**config.mk**
```make
export PLATFORM = sky130hd
export DESIGN_NAME = data_mem_lsu
export DESIGN_NICKNAME = d
export VERILOG_FILES = /design/src/rtl/data_mem_lsu.sv
export SDC_FILE = /design/constraint.sdc
export NUM_CORES = 2
export LEC_CHECK = 0
export CORE_UTILIZATION = 58
export DETAILED_ROUTE_END_ITERATION = 10
export PLACE_DENSITY = 0.78
export SYNTH_ARGS = -nofsm -noshare
export SYNTH_HDL_FRONTEND = slang
export SYNTH_SLANG_ARGS = --single-unit
```
**constraint.sdc**
```tcl
create_clock -name clk -period 4.3 [get_ports clk]
set_input_delay 1.075 -clock clk [delete_from_list [all_inputs] [get_ports clk]]
set_output_delay 1.075 -clock clk [all_outputs]
set_load 0.02 [all_outputs]
```
**src/rtl/data_mem_lsu.sv**
```systemverilog
// Multi-cycle load/store unit with an internal word-organised data array and programmable wait states.
// Optional byte lane support is compiled in when LSU_BYTE_EN is defined.
module data_mem_lsu #(
    parameter int DEPTH       = 64,
    parameter int WAIT_CYCLES = 2
) (
    input  logic        clk,
    input  logic        reset,
    input  logic        req,
    input  logic        MemWrite,
    input  logic        ByteEn,
    input  logic [31:0] ALUResult,
    input  logic [31:0] WriteData,
    output logic [31:0] ReadData,
    output logic        Stall,
    output logic        Done,
    output logic        Fault
);

    localparam int          AW       = (DEPTH > 1) ? $clog2(DEPTH) : 1;
    localparam logic [31:0] DEPTH_W  = 32'(DEPTH);
    localparam logic [2:0]  WAIT_CNT = 3'(WAIT_CYCLES);

    typedef enum logic [1:0] {
        IDLE = 2'd0,
        BUSY = 2'd1,
        DONE = 2'd2
    } state_t;

    state_t          state;
    logic [AW-1:0]   addrReg;
    logic [31:0]     dataReg;
    logic            writeReg;
    logic [2:0]      countReg;
    logic [31:0]     mem [DEPTH];

    logic            inRange;
    logic            aligned;
    logic            legal;
    logic            accessNow;
    logic [3:0]      laneWe;
    logic [31:0]     laneData;
    logic [31:0]     memWord;
    logic [31:0]     loadData;

`ifdef LSU_BYTE_EN
    logic            byteReg;
    logic [1:0]      laneReg;
`else
    logic            unusedByteEn;
    assign unusedByteEn = ByteEn;
`endif

    assign accessNow = (state == BUSY) && (countReg == 3'd0);
    assign memWord   = mem[addrReg];

    // Address legality: any nonzero upper word-index bit lands out of range
    always_comb begin
        inRange = ({2'b00, ALUResult[31:2]} < DEPTH_W);
`ifdef LSU_BYTE_EN
        aligned = ByteEn || (ALUResult[1:0] == 2'b00);
`else
        aligned = (ALUResult[1:0] == 2'b00);
`endif
        legal = inRange && aligned;
    end

    // Store lane enables and write data, plus load result formatting
    always_comb begin
        laneWe   = 4'b0000;
        laneData = dataReg;
        loadData = memWord;
        if (accessNow && writeReg) begin
`ifdef LSU_BYTE_EN
            if (byteReg) begin
                laneWe   = 4'b0001 << laneReg;
                laneData = {4{dataReg[7:0]}};
            end else begin
                laneWe   = 4'b1111;
            end
`else
            laneWe = 4'b1111;
`endif
        end else begin
            laneWe = 4'b0000;
        end
`ifdef LSU_BYTE_EN
        if (byteReg) begin
            loadData = {24'h000000, memWord[8*laneReg +: 8]};
        end else begin
            loadData = memWord;
        end
`endif
    end

    // Stall drops in DONE so the processor advances on the completing edge
    assign Stall = reset && (((state == IDLE) && req) || (state == BUSY));

    // Data array: no reset, written only on the edge that leaves BUSY
    always_ff @(posedge clk) begin
        for (int i = 0; i < 4; i++) begin
            if (laneWe[i]) begin
                mem[addrReg][8*i +: 8] <= laneData[8*i +: 8];
            end
        end
    end

    // Access sequencing FSM with registered Done/Fault/ReadData
    always_ff @(posedge clk or negedge reset) begin
        if (!reset) begin
            state    <= IDLE;
            addrReg  <= '0;
            dataReg  <= 32'h00000000;
            writeReg <= 1'b0;
            countReg <= 3'd0;
            ReadData <= 32'h00000000;
            Done     <= 1'b0;
            Fault    <= 1'b0;
`ifdef LSU_BYTE_EN
            byteReg  <= 1'b0;
            laneReg  <= 2'b00;
`endif
        end else begin
            Done <= 1'b0;
            case (state)
                IDLE: begin
                    if (req && legal) begin
                        addrReg  <= ALUResult[AW+1:2];
                        dataReg  <= WriteData;
                        writeReg <= MemWrite;
                        countReg <= WAIT_CNT;
`ifdef LSU_BYTE_EN
                        byteReg  <= ByteEn;
                        laneReg  <= ALUResult[1:0];
`endif
                        state    <= BUSY;
                    end else if (req) begin
                        Fault    <= 1'b1;
                        ReadData <= 32'h00000000;
                        Done     <= 1'b1;
                        state    <= DONE;
                    end else begin
                        state    <= IDLE;
                    end
                end
                BUSY: begin
                    if (countReg != 3'd0) begin
                        countReg <= countReg - 3'd1;
                    end else begin
                        if (!writeReg) begin
                            ReadData <= loadData;
                        end
                        Done  <= 1'b1;
                        state <= DONE;
                    end
                end
                DONE: begin
                    state <= IDLE;
                end
                default: begin
                    state <= IDLE;
                end
            endcase
        end
    end

endmodule

```
==> results.yml <==
critical_path:
  reg2reg_from: "addrReg[2]"
  crit_type: "flip-flop to flip-flop"
  end_kind: "flip-flop"
  startpoint: "addrReg[2]"
  crit_end: "ReadData[0]"
  worstPathMaxFanout: 27
  reg2reg_depth: 9
  crit_top_cell: "buf_4"
  critPathBufInv: 3
  cp.required_ns: 4.96
  r2r_slack_ns: 0.53
  rr_endpoint: "ReadData[0]"
  cp_top_family: "buffers and inverters"
  cp.depth: 9
  path_cells: "buf_4 -> mux2i_1 -> o22ai_1 -> o31ai_1 -> buf_4 -> o2111ai_1 -> nor4b_1 -> buf_4 -> o21ai_0"
  setup.worst_path.start_class: "flip-flop"
  slowest_stage: "dfrtp_4"
  arrival_ns: 4.43
  crit_path_max_incr_delay_ns: 0.76
clock_tree:
  cts_root_buffer: "clkbuf_16"
  ctsLongestPathBuffers: 3
  clock_sinks: 2126
  cts-htree-levels: 4
  cts_made_buffers: 195
  postCtsSetupBuffers: 0
  cts_hold_buf: 0
  clk_pin_slew_ns: 0.06
  ctsResizeCount: 0
  cts_tree: "built"
  clkLatencyLatePin_ns: 0.83
global_route:
  grt_pass1_vias: 45092
  grt_busiest_layer: "met2"
  grt_max_degree: 94
  grt_use_met3: 0.07371
  antenna_found_initial: 5
  grt_use_met2: 0.4585
  grt_usage: 0.2995
  grt_use_met1: 0.4114
  grt_pass1_wl_um: 303400
  grt_overflow: 0
floorplanning:
  rows: 137
  start_util: 0.5852
  die-width_um: 377.2
  core_sq_mm: 0.1395
  die_area_sq_mm: 0.1423
  ios: 104
  die_h_um: 377.2
job:
  drv_cap: 0
power:
  p_leak_uw: 0.03621
  peakVddDrop_mv: 0.4678
  p_per_area_mw_per_mm2: 423.4
synthesis:
  synthesis.area_sq_mm: 0.08166
  synth_cell_types: 61
  ys.warnings.count: 0
  syn_inst: 4524
  synth_seq_cells: 2126
  seq_area_frac_synth: 0.7770
  synth_nets: 4595
  postSynthAreaPerCell_sq_um: 18.05
  synth-edff-count: 2048
  async_flop_share: 0.03669
  ys.flop_type: "edfxtp_1"
timing:
  finalHoldViolCount: 0
  rsz0062_at_grt: "false"
  max_freq_ghz: 0.2654
  fin_crit_sh: 0.8763
  period_needed_ns: 3.768
  finClkSkew_ns: 0.02491
  worstMarginPinSlew_ns: 1.253
  slew_violations: 0
  maxSlewHeadroom: 0.1647
  setup_violations: 0
  tns_ns: 0
final_layout:
  layout-drive-gt1-share: 0.1699
  fin_nets: 4859
  multi_input_area_sq_mm: 0.01674
  n_fill_cell: 8547
  finalNonFillerCells: 6826
  seqCellArea_sq_mm: 0.06350
  syn_to_final_growth_pct: 13.76
worst_hold_path:
  hp-class: "primary input to async pin"
placed_design:
  place_inst: 6467
  port_buffers: 102
  place_hpwl_um: 117800
  place.gp.congestion: 0.8762
routing:
  drt_iter0_drc: 6624
  firstDrtPassIters: 8
  viasPerCell: 6.679
  ant_nets: 0
  wl_per_cell_um: 30.99
  dr_total_vias: 45589
  drc_errors: 0
  wl_um: 211600
status:
  status: "finished clean"
[layer usage]
layer | up-vias | routed length (um) | part of all wire
met5 | - | 0 | 0
met4 | 0 | 9779 | 0.046
met3 | 433 | 29390 | 0.14
met2 | 3299 | 97610 | 0.46
met1 | 22917 | 74780 | 0.35
li1 | 18940 | - | -
[through the flow]
step / cell area [sq um] / hold slack [ns] / worst slack [ns] / power (uW) / utilization
floorplan: 81660 / 0.5033 / 0.8689 / 22800 / -
finish: 92890 / 0.3877 / 0.5320 / 39330 / 0.6657
global route: 92890 / 0.3976 / 0.4019 / 40210 / 0.6657
detailed placement: 86690 / 0.4707 / 0.6583 / 22900 / 0.6213
global placement: 86690 / 0.4654 / 0.6439 / 22890 / 0.6213
CTS: 92890 / 0.3594 / 0.5852 / 39430 / 0.6657
[how the worst min path moves through the flow]
stage / cells after the start / end / startpoint
floorplan: 2 / countReg[1] / countReg[1]
global placement: 2 / ReadData[29] / ReadData[29]
detailed placement: 2 / ReadData[6] / ReadData[6]
CTS: 2 / Fault / reset
global route: 2 / Fault / reset
finish: 2 / Fault / reset
[state kept, by name (all words and copies together) (netlist names)]
register	flops
dataReg	32
addrReg	6
ReadData	32
writeReg	1
countReg	3
Fault	1
state	2
mem	2048
Done	1
[cell usage in the layout, fill, tap and decap left out, types with 54 or more instances in the layout]
master,n
edfxtp_1,2048
mux2i_1,382
nand2_1,253
buf_4,237
clkbuf_16,197
inv_1,178
o32ai_1,174
o22ai_1,162
a221oi_1,154
mux4_2,131
clkdlybuf4s50_1,101
a22oi_1,90
o31ai_1,87
o21ai_0,70
nor2_4,67
clkbuf_1,54
[power by group]
group	leakage, uW	internal, uW	switching (uW)
clock	0.00303	9540	7340
sequential	0.0248	22300	0.940
combinational	0.00833	59.6	44.8
[worst register-to-register path: cells and delay by family (launching register included)]
family | cells | cell delay (ns)
buffers and inverters | 3 | 0.99
muxes | 1 | 0.30
DFF | 1 | 0.76
and+or+nand+nor | 1 | 0.74
AOI/OAI and AO/OA | 4 | 0.83
[kinds of logic after synthesis]
logic type	share of synthesized area
buffers and inverters	0.02517
AO/OA/AOI/OAI	0.08371
multiplexers	0.08902
AND/OR/NAND/NOR	0.02464
XOR/XNOR	0.0001073
flip-flops	0.7770
adder cells (fa/ha/maj)	0.0003064
[synth_stat cells, types with 4 or more instances]
cell type	n	area (sq um)
a221oi_1	154	1349
and3b_1	4	35.03
a221o_1	12	120.1
o22a_1	33	289.0
o31ai_1	87	653.1
o22ai_1	162	1013
nand2b_1	6	37.54
edfxtp_1	2048	61500
nor2_1	113	424.2
clkbuf_1	134	503.0
a21oi_1	41	205.2
o21ai_0	70	350.3
mux4_2	131	2950
inv_1	178	668.1
nor3b_1	4	30.03
mux2_2	44	495.5
mux2i_1	382	3824
nand2_1	254	953.4
dfrtp_1	78	1952
nor4b_1	28	245.2
nand3_1	7	35.03
o21a_1	27	202.7
buf_4	16	120.1
a31oi_1	4	25.02
a22oi_1	90	675.7
buf_1	29	108.9
o32ai_1	174	1524
buf_2	118	590.6
buf_6	5	56.30
o2111ai_1	29	254.0
nor4_1	6	37.54
o21ai_1	5	25.02
[area by class of cell]
cell class / count / share of cell area
antenna: 1 / 0.00002694
multi-input combinational: 1916 / 0.1802
clock inverter: 102 / 0.01072
timing repair buffer: 370 / 0.03693
sequential: 2126 / 0.6836
clock buffer: 256 / 0.05599
tap: 1876 / 0.02527
inverter: 179 / 0.007246
No activity file was read; power rests on OpenSTA's default activity.
